<file path="src/rtl/ripple_count_sampler.sv">
// ----------------------------------------------------------------------------
// ripple_count_sampler
//
// Samples the 4-bit output of an asynchronous ripple counter into the clk
// domain. The raw value is synchronized, then a value is accepted only after
// it has been stable for STABLE_CYCLES synchronized samples. Accepted values
// go out through a valid/ready holding register. An unconsumed value that
// gets overwritten raises a sticky overrun flag.
//
// Optional feature (macro RIPPLE_SAMPLER_WRAP_EXT_EN):
//   defined   - each accepted value numerically below the previously accepted
//               one counts as a counter wrap. ext_count counts wraps mod 256.
//   undefined - no wrap logic is built and ext_count is tied to 0.
//
// Parameters:
//   STABLE_CYCLES  consecutive equal synchronized samples to accept (1..15)
//
// Ports:
//   clk        system clock, rising edge
//   rst        asynchronous active-high reset
//   q_in       [3:0] raw ripple-counter value, asynchronous, may glitch
//   out_ready  consumer takes count_out at an edge where out_valid=1
//   count_out  [3:0] last accepted stable value
//   out_valid  count_out holds a new, unconsumed value
//   ext_count  [7:0] number of wraps seen (0 when the feature is off)
//   overrun    sticky: an unconsumed value was overwritten
// ----------------------------------------------------------------------------
module ripple_count_sampler #(
    parameter int STABLE_CYCLES = 2
) (
    input  logic       clk,
    input  logic       rst,
    input  logic [3:0] q_in,
    input  logic       out_ready,
    output logic [3:0] count_out,
    output logic       out_valid,
    output logic [7:0] ext_count,
    output logic       overrun
);

    localparam logic [3:0] ACC_AT = 4'(STABLE_CYCLES - 1);

    typedef enum logic [1:0] {S_WAIT, S_SETTLE, S_ACCEPT} state_t;

    state_t     state, nstate;
    logic [3:0] s1, s2;
    logic [3:0] stab;
    logic [3:0] last;
    logic [3:0] cand;
    logic       load;

    // Two-flop synchronizer and stability counter. The counter restarts on
    // the edge where s2 takes a new value, so after k stable edges it reads
    // k-1 and then saturates at 15.
    always_ff @(posedge clk or posedge rst) begin
        if (rst) begin
            s1   <= '0;
            s2   <= '0;
            stab <= '0;
        end else begin
            s1 <= q_in;
            s2 <= s1;
            if (s1 != s2)
                stab <= '0;
            else if (stab != 4'hF)
                stab <= stab + 4'd1;
        end
    end

    // Candidate is the s2 value that qualified on the edge entering ACCEPT.
    // Holding it through ACCEPT keeps a change of s2 during the load cycle
    // from sneaking an unqualified value into count_out.
    always_ff @(posedge clk or posedge rst) begin
        if (rst)
            cand <= '0;
        else if (state != S_ACCEPT)
            cand <= s2;
    end

    // FSM: state register
    always_ff @(posedge clk or posedge rst) begin
        if (rst)
            state <= S_WAIT;
        else
            state <= nstate;
    end

    // FSM: next state. WAIT may go straight to ACCEPT so that
    // STABLE_CYCLES=1 qualifies on the first sample without a SETTLE cycle.
    always_comb begin
        nstate = state;
        case (state)
            S_WAIT, S_SETTLE: begin
                if (s2 == last)
                    nstate = S_WAIT;
                else if (stab == ACC_AT)
                    nstate = S_ACCEPT;
                else
                    nstate = S_SETTLE;
            end
            S_ACCEPT: nstate = S_WAIT;
            default:  nstate = S_WAIT;
        endcase
    end

    // FSM: outputs
    always_comb begin
        load = (state == S_ACCEPT);
    end

    // Output holding register with valid/ready and sticky overrun.
    always_ff @(posedge clk or posedge rst) begin
        if (rst) begin
            last      <= '0;
            count_out <= '0;
            out_valid <= 1'b0;
            overrun   <= 1'b0;
        end else if (load) begin
            last      <= cand;
            count_out <= cand;
            out_valid <= 1'b1;
            if (out_valid && !out_ready)
                overrun <= 1'b1;
        end else if (out_valid && out_ready) begin
            out_valid <= 1'b0;
        end
    end

`ifdef RIPPLE_SAMPLER_WRAP_EXT_EN
    logic [7:0] ext_r;

    always_ff @(posedge clk or posedge rst) begin
        if (rst)
            ext_r <= '0;
        else if (load && (cand < last))
            ext_r <= ext_r + 8'd1;
    end

    assign ext_count = ext_r;
`else
    assign ext_count = 8'd0;
`endif

endmodule

</file>
<file path="config.mk">
export PLATFORM = sky130hd
export DESIGN_NAME = ripple_count_sampler
export DESIGN_NICKNAME = d
export VERILOG_FILES = /design/src/rtl/ripple_count_sampler.sv
export SDC_FILE = /design/constraint.sdc
export NUM_CORES = 1
export LEC_CHECK = 0
export ABC_AREA = 1
export CAP_MARGIN = 40
export CORE_ASPECT_RATIO = 1.2
export CORE_MARGIN = 2
export CORE_UTILIZATION = 50
export CTS_BUF_LIST = sky130_fd_sc_hd__clkbuf_8
export CTS_CLUSTER_DIAMETER = 30
export DETAILED_ROUTE_END_ITERATION = 6
export PLACE_DENSITY = 0.78
export SYNTH_ARGS = -nofsm -noshare
export SYNTH_HDL_FRONTEND = slang
export SYNTH_SLANG_ARGS = --single-unit
</file>
<file path="constraint.sdc">
create_clock -name clk -period 1.4 [get_ports clk]
set_clock_uncertainty 0.1 [all_clocks]
set_input_delay 0.28 -clock clk [delete_from_list [all_inputs] [get_ports clk]]
set_output_delay 0.28 -clock clk [all_outputs]
set_load 0.02 [all_outputs]
</file>
== Word-level counts from Yosys, hierarchy flattened ==
Index checks and enable logic that the tools add are counted.
Word-level totals
  flip-flop bits (word level): 24
  logic and storage cells: 31
Operators by class
  reductions and logical operators: 8
  add/subtract/negate cells: 1
  equal/unequal tests: 7
  mux-type cells: 7
Operators by type and width (count)
  $mux 4: 2
  $mux 2: 3
  $add 4x1->4 const B: 1
  $eq 4x1->1 const B: 1
  $eq 4x4->1: 1
  $ne 4x4->1: 1
  $ne 4x4->1 const B: 1
  $reduce_bool 2->1: 2
  $eq 2x1->1 const B: 1
  $eq 2x2->1 const B: 1
  $logic_and 1x1->1: 2
  $logic_not 2->1: 1
  $mux 1: 2
  $ne 2x2->1 const B: 1
  $reduce_and 2->1: 1
  $reduce_or 2->1: 1
  $logic_not 1->1: 1

== Depth between registers and ports, before layout ==
Gate-level depths: netlist of run 1.
  word-level depth: 4
  gate-level depth with buffers: 7
  mapped depth without buffers: 7

== Least setup slack after synthesis of run 1 ==
OpenSTA, ideal clock, no wires.
  path type: reg2reg
  start point: reg stab[0]
  end point: reg stab[1]
  setup slack: 0.275 ns
  buffers on the path: 0
  clock period less this slack: 1.125 ns
  stages on the path, launching flop included: 7
  arrival time: 0.953 ns
  setup time: 0.072 ns
  path through: dfrtp_1 -> ha_1 -> nand3_2 -> nand2_1 -> o21ai_1 -> inv_1 -> nor2_1
Between the ends
  cells in the longest elaborated chain, start to end: 3
RTL lines
  start: declaration: RTL line 47  | logic [3:0] stab;
  start signal: assignment: RTL line 66  | stab <= stab + 4'd1;
  $add 4x1->4: RTL line 66
  $mux 4: RTL line 65  | else if (stab != 4'hF)
  $mux 4: RTL line 63  | if (s1 != s2)
Several ways; a longest one is shown, not always the timed one. The select of a mux whose other input is x is not followed.
A chain may end at the register's enable or synchronous reset.

==> flow_metrics.tcl, run 1 <==
set metrics [dict create \
    maxCapViolCount 0 \
    maxSlewViolCount 0 \
    synth_common_cells "dfrtp_1, nand2_1, inv_1, nor2_1, o21ai_0" \
    crit_family "flip-flops" \
    fin_total_pwr_mw 1.53 \
    wl_per_cell_um 9.39 \
    ios 21 \
    drive_above_1_share_pct 6.30 \
    coreArea_mm2 0.00200 \
    synth_top_area_share_pct 58.1 \
    ir_worst_vdd_mv 0.764 \
    place_inst 143 \
    yosysMostFrequentCell "dfrtp_1" \
    synth_area_leaders "dfrtp_1, nand2_1, inv_1" \
    cts_sinks 24 \
    ctsHoldBuffers 0 \
    seqCellArea_um2 601 \
    fillers 182 \
    rsz0062_at_grt "false" \
    finalNetCount 137 \
    cts_root_buf "clkbuf_8" \
    crit_arrival_ns 0.98 \
    num_rows 18 \
    netlist_instances 111 \
    fp.dieW_um 45.5 \
    multi_input_comb_area_um2 320 \
    synth-seq-cells 24 \
    setup-tns-final_ns 0 \
    grt_max_degree 25 \
    ant_nets 0 \
    hp-class "input pin to async pin" \
    drtIter0Drc 7 \
    start_util_pct 51.6 \
    path_clk_slew_ns 0.08 \
    fin_crit_sh_pct 97.4 \
    synth_edf_count 0 \
    async_flop_share_pct 100 \
    area_delta_synth_final_pct 16.1 \
    dr.pass1.iters 4 \
    worstSkewPairLatency_ns 0.26 \
    path_buf_inv 1 \
    fin_cells 147 \
    port_buffers 12 \
    grtUsageTotal_pct 14.7 \
    grt_overflow_total 0 \
    yosysTopAreaCell "dfrtp_1" \
    place_area_mm2 0.00115 \
    crit_type "flop to primary output" \
    slowest_delay_ns 0.40 \
    gp_congestion 0.692 \
    fp.dieArea_mm2 0.00245 \
    synth_flop_cell "dfrtp_1" \
    place.detailed.hpwl_um 1060 \
    wl_um 1380 \
    die_h_um 53.8 \
    fmaxAchievable_mhz 733 \
    routed-via-count 674 \
    grt_pass1_wl_um 2530 \
    path_cells "dlygate4sd2_1" \
    diodes 0 \
    fin_area_mm2 0.00120 \
    synth_area_mm2 0.00103 \
    path_max_fanout 3 \
    finalCriticalPeriod_ns 1.36 \
    cts_buffer_depth 2 \
    cts_buffers 3 \
    cp.required_ns 1.02 \
    syn_avg_cell_area_um2 9.31 \
    end_kind "primary output" \
    leakagePower_nw 0.616 \
    yosys.cell_types.count 16 \
    status "finished, final reports clean" \
    grt_pass1_vias 612 \
    yosysWarnings 0 \
    synth_seq_area_share_pct 58.1 \
    whs_ns 0.248 \
    finalSetupViolCount 0 \
    grt_antenna_before_repair 0 \
    drc 0 \
    htreeDepth 1 \
    post-cts-setup-buffers 0 \
    slowest_stage "dfrtp_1" \
    finalHoldViolations 0 \
    cp-start-kind "flop" \
    cts_tree "built" \
    vias_per_cell 4.59 \
    pwr_density_cell_mw_per_mm2 1280 \
]
-- power breakdown --
| part | internal (mW) | switching (mW) | leakage [nW] | total [mW] |
|---|---|---|---|---|
| sequential | 0.760 | 0.0417 | 0.295 | 0.802 |
| clock | 0.251 | 0.207 | 0.0288 | 0.458 |
| combinational | 0.104 | 0.170 | 0.292 | 0.274 |
-- per-stage QoR --
step	utilization, %	setup slack, ns
4_1_cts	59.9	0.0284
6_report	59.9	0.0359
3_3_place_gp	57.5	0.0790
2_1_floorplan	-	0.275
5_1_grt	59.9	0.0000747
3_5_place_dp	57.5	0.0603
-- cell type report --
class / count / share of cell area, %
clock buffer: 4 / 4.59
tap: 20 / 2.09
timing repair buffer: 14 / 10.6
sequential: 24 / 50.1
inverter: 19 / 5.94
multi-input combinational: 66 / 26.7
-- routing by layer --
| layer | vias up | part of all wire (%) | wire, µm | global-route usage [%] |
|---|---|---|---|---|
| met5 | - | 0 | 0 | 0 |
| met4 | 0 | 2.5 | 34 | 8.82 |
| met3 | 5 | 4.4 | 61 | 4.03 |
| li1 | 348 | - | - | - |
| met2 | 14 | 46 | 638 | 23.5 |
| met1 | 307 | 47 | 645 | 17.5 |
-- path summary, 6_finish.rpt --
kind	from	depth (start not counted)	slack (ns)	end
max in group asynchronous	rst	3	0.73	out_valid$_DFFE_PP0P_
max	last[1]$_DFFE_PP0P_	1	0.04	count_out[1]
min reg2reg	s1[3]$_DFF_PP0_	0	0.29	s2[3]$_DFF_PP0_
max reg2reg	stab[0]$_DFFE_PP0P_	5	0.19	stab[3]$_DFFE_PP0P_
min	rst	3	0.25	s1[1]$_DFF_PP0_
min in group clk	s1[3]$_DFF_PP0_	0	0.29	s2[3]$_DFF_PP0_
-- cells in the final DEF (no fill, tap or decap), drive strengths merged, types with 2 or more instances in the layout --
master / instances
ha: 2
dfrtp: 24
nand2: 23
xor2: 4
nand3: 2
nor2: 12
buf: 2
conb: 8
inv: 19
clkdlybuf4s50: 6
clkbuf: 4
o21ai: 11
dlygate4sd2: 6
a21oi: 2
-- timing repair --
| action | in CTS | in global routing |
|---|---|---|
| gates resized for setup | 6 | 0 |
| endpoints found under the hold margin | 0 | 0 |
| setup endpoints to repair | 6 | 0 |
-- flip-flops by register name, indices dropped and copies added (netlist names) --
signal	count
cand	4
last	4
out_valid	1
overrun	1
s1	4
s2	4
stab	4
state	2
-- kinds of logic after synthesis --
| logic type | after synthesis | share of synthesized area (%) |
|---|---|---|
| AND/OR/NAND/NOR | 37 | 14.4 |
| XOR/XNOR | 5 | 4.24 |
| buffers and inverters | 28 | 13.4 |
| adder cells (fa/ha/maj) | 2 | 2.42 |
| AO/OA/AOI/OAI | 14 | 7.02 |
| other | 1 | 0.363 |
| flip-flops | 24 | 58.1 |
Note: power is estimated with default switching activity, not from simulation.
==> run 2, diff against run 1 <==
--- a/config.mk
+++ b/config.mk
@@ -12,6 +12,7 @@
 export CORE_UTILIZATION = 50
 export CTS_BUF_LIST = sky130_fd_sc_hd__clkbuf_8
 export CTS_CLUSTER_DIAMETER = 30
+export CTS_CLUSTER_SIZE = 14
 export DETAILED_ROUTE_END_ITERATION = 6
 export PLACE_DENSITY = 0.78
 export SYNTH_ARGS = -nofsm -noshare
==> results of run 2 <==
No change in the layout: final DEF, timing and power equal those of run 1.
==> run 3, diff against run 2 <==
--- a/config.mk
+++ b/config.mk
@@ -6,8 +6,7 @@
 export NUM_CORES = 1
 export LEC_CHECK = 0
 export ABC_AREA = 1
-export CAP_MARGIN = 40
-export CORE_ASPECT_RATIO = 1.2
+export CORE_ASPECT_RATIO = 1.25
 export CORE_MARGIN = 2
 export CORE_UTILIZATION = 50
 export CTS_BUF_LIST = sky130_fd_sc_hd__clkbuf_8
==> run 3 against run 2 <==
  * Final cell count did not move
  * Combinational power rose by 3%
  * Flip-flop and latch count did not move
  * Utilization rose by 2.3 points
  * Routed wire length rose by 7.6%
  * First-iteration DRC count rose by 29%
  * Clock power rose by 29%
  * Worst setup slack improved by 0.0012 ns
  * Count of clock-buffer cells in the layout fell by 1
  * Sequential share of layout area fell by 0.72 points
  * Global-route usage rose by 0.86 points
  * Critical path type unchanged
  * Critical endpoint is now count_out[3]
  * Highest routed layer unchanged
==> flow_metrics.tcl, run 3 (synthesis results as in run 1) <==
set metrics [dict create \
    crit_family "flip-flops" \
    layout_commonest_cell "dfrtp_1" \
    final_util_pct 62.1 \
    grt_pass1_wl_um 2680 \
    ant_nets 0 \
    finalNetCount 137 \
    maxCapViolCount 0 \
    pwr_density_cell_mw_per_mm2 1380 \
    cp.required_ns 1.02 \
    cp-start-kind "flop" \
    use_met2_pct 27.8 \
    status "finished, final reports clean" \
    cts_buffers 3 \
    finalCriticalPeriod_ns 1.36 \
    hp-class "input pin to async pin" \
    grt_max_degree 25 \
    place_inst 143 \
    grt_busiest_layer "met2" \
    grt_overflow_total 0 \
    slowest_delay_ns 0.39 \
    cts_tree "built" \
    coreArea_mm2 0.00196 \
    wl_um 1490 \
    cts_buffer_depth 2 \
    grt_pass1_vias 657 \
    drive_above_1_share_pct 6.30 \
    path_cells "dlygate4sd2_1" \
    routed-via-count 676 \
    crit_arrival_ns 0.98 \
    grt_util_met3_pct 0.990 \
    fmaxAchievable_mhz 734 \
    area_delta_synth_final_pct 17.8 \
    start_util_pct 52.7 \
    end_kind "primary output" \
    slowest_stage "dfrtp_1" \
    path_clk_slew_ns 0.08 \
    grtUsageTotal_pct 15.6 \
    most-common-layout-cells "dfrtp_1, nand2_1, inv_1, nor2_1, o21ai_0" \
    ctsHoldBuffers 0 \
    ir_worst_vdd_mv 0.915 \
    path_buf_inv 1 \
    drtIter0Drc 9 \
    fin_crit_sh_pct 97.4 \
    cts_root_buf "clkbuf_8" \
    leakagePower_nw 0.620 \
    num_rows 18 \
    port_buffers 12 \
    grt_antenna_before_repair 0 \
    wl_per_cell_um 10.1 \
    rsz0062_at_grt "false" \
    drc 0 \
    htreeDepth 1 \
    maxSlewViolCount 0 \
    vias_per_cell 4.60 \
    use_met1_pct 17.7 \
    worstSkewPairLatency_ns 0.26 \
    fin_total_pwr_mw 1.68 \
    crit_type "flop to primary output" \
    place.detailed.hpwl_um 1100 \
    fp.dieW_um 44.7 \
    path_max_fanout 3 \
    finalHoldViolations 0 \
    fin_cells 147 \
    die_h_um 54.8 \
    diodes 0 \
    gp_congestion 0.724 \
    setup-tns-final_ns 0 \
    cts_sinks 24 \
    finalSetupViolCount 0 \
    fp.dieArea_mm2 0.00245 \
    ios 21 \
    dr.pass1.iters 4 \
]
[run 3: cell count changes in the layout (fill, tap and decap cells not counted)]
cell             before  now
bufinv_16             0    1
clkbuf_8              4    3
clkdlybuf4s15_1       0    1
dlygate4sd2_1         6    5
[run 3: power by group]
| part | internal [mW] | total, mW | switching [mW] |
|---|---|---|---|
| registers | 0.760 | 0.804 | 0.0440 |
| logic | 0.106 | 0.283 | 0.177 |
| clock network | 0.382 | 0.590 | 0.208 |
| total | 1.25 | 1.68 | 0.429 |
[run 3: final cells by class]
| cell class | count | area, µm² |
|---|---|---|
| repair buffers | 14 | 129 |
| clock inverters | 1 | 30.0 |
| flip-flops and latches | 24 | 601 |
| multi-input cells | 66 | 320 |
| clock buffers | 3 | 41.3 |
| fillers | 173 | 742 |
| well taps | 20 | 25.0 |
| inverters | 19 | 71.3 |
[run 3: routing by layer]
| metal | part of all wire, % | wire, µm |
|---|---|---|
| met4 | 2.6 | 39 |
| met3 | 3.6 | 53 |
| met1 | 40 | 595 |
| met5 | 0 | 0 |
| met2 | 54 | 797 |
[run 3: repair_timing]
action,in CTS,in global routing
resized for setup,6,1
endpoints found under the setup margin,6,1
buffers inserted,0,0
[run 3: through the flow]
step / setup slack, ns / hold slack, ns / cell area (µm²)
after floorplan: 0.275 / 0.195 / 1060
after global placement: 0.0807 / 0.277 / 1150
after detailed placement: 0.0492 / 0.286 / 1150
after CTS: 0.0209 / 0.273 / 1220
after global routing: 0.00335 / 0.311 / 1220
final: 0.0371 / 0.260 / 1220
[run 3: worst paths after layout]
| path | from | endpoint | slack [ns] | depth (start not counted) |
|---|---|---|---|---|
| min | rst | last[1]$_DFFE_PP0P_ | 0.26 | 3 |
| min reg2reg | s1[0]$_DFF_PP0_ | s2[0]$_DFF_PP0_ | 0.30 | 0 |
| max | last[3]$_DFFE_PP0P_ | count_out[3] | 0.04 | 1 |
| min in group clk | s1[0]$_DFF_PP0_ | s2[0]$_DFF_PP0_ | 0.30 | 0 |
| max in group asynchronous | rst | stab[0]$_DFFE_PP0P_ | 0.72 | 3 |
| max reg2reg | stab[0]$_DFFE_PP0P_ | stab[1]$_DFFE_PP0P_ | 0.19 | 6 |
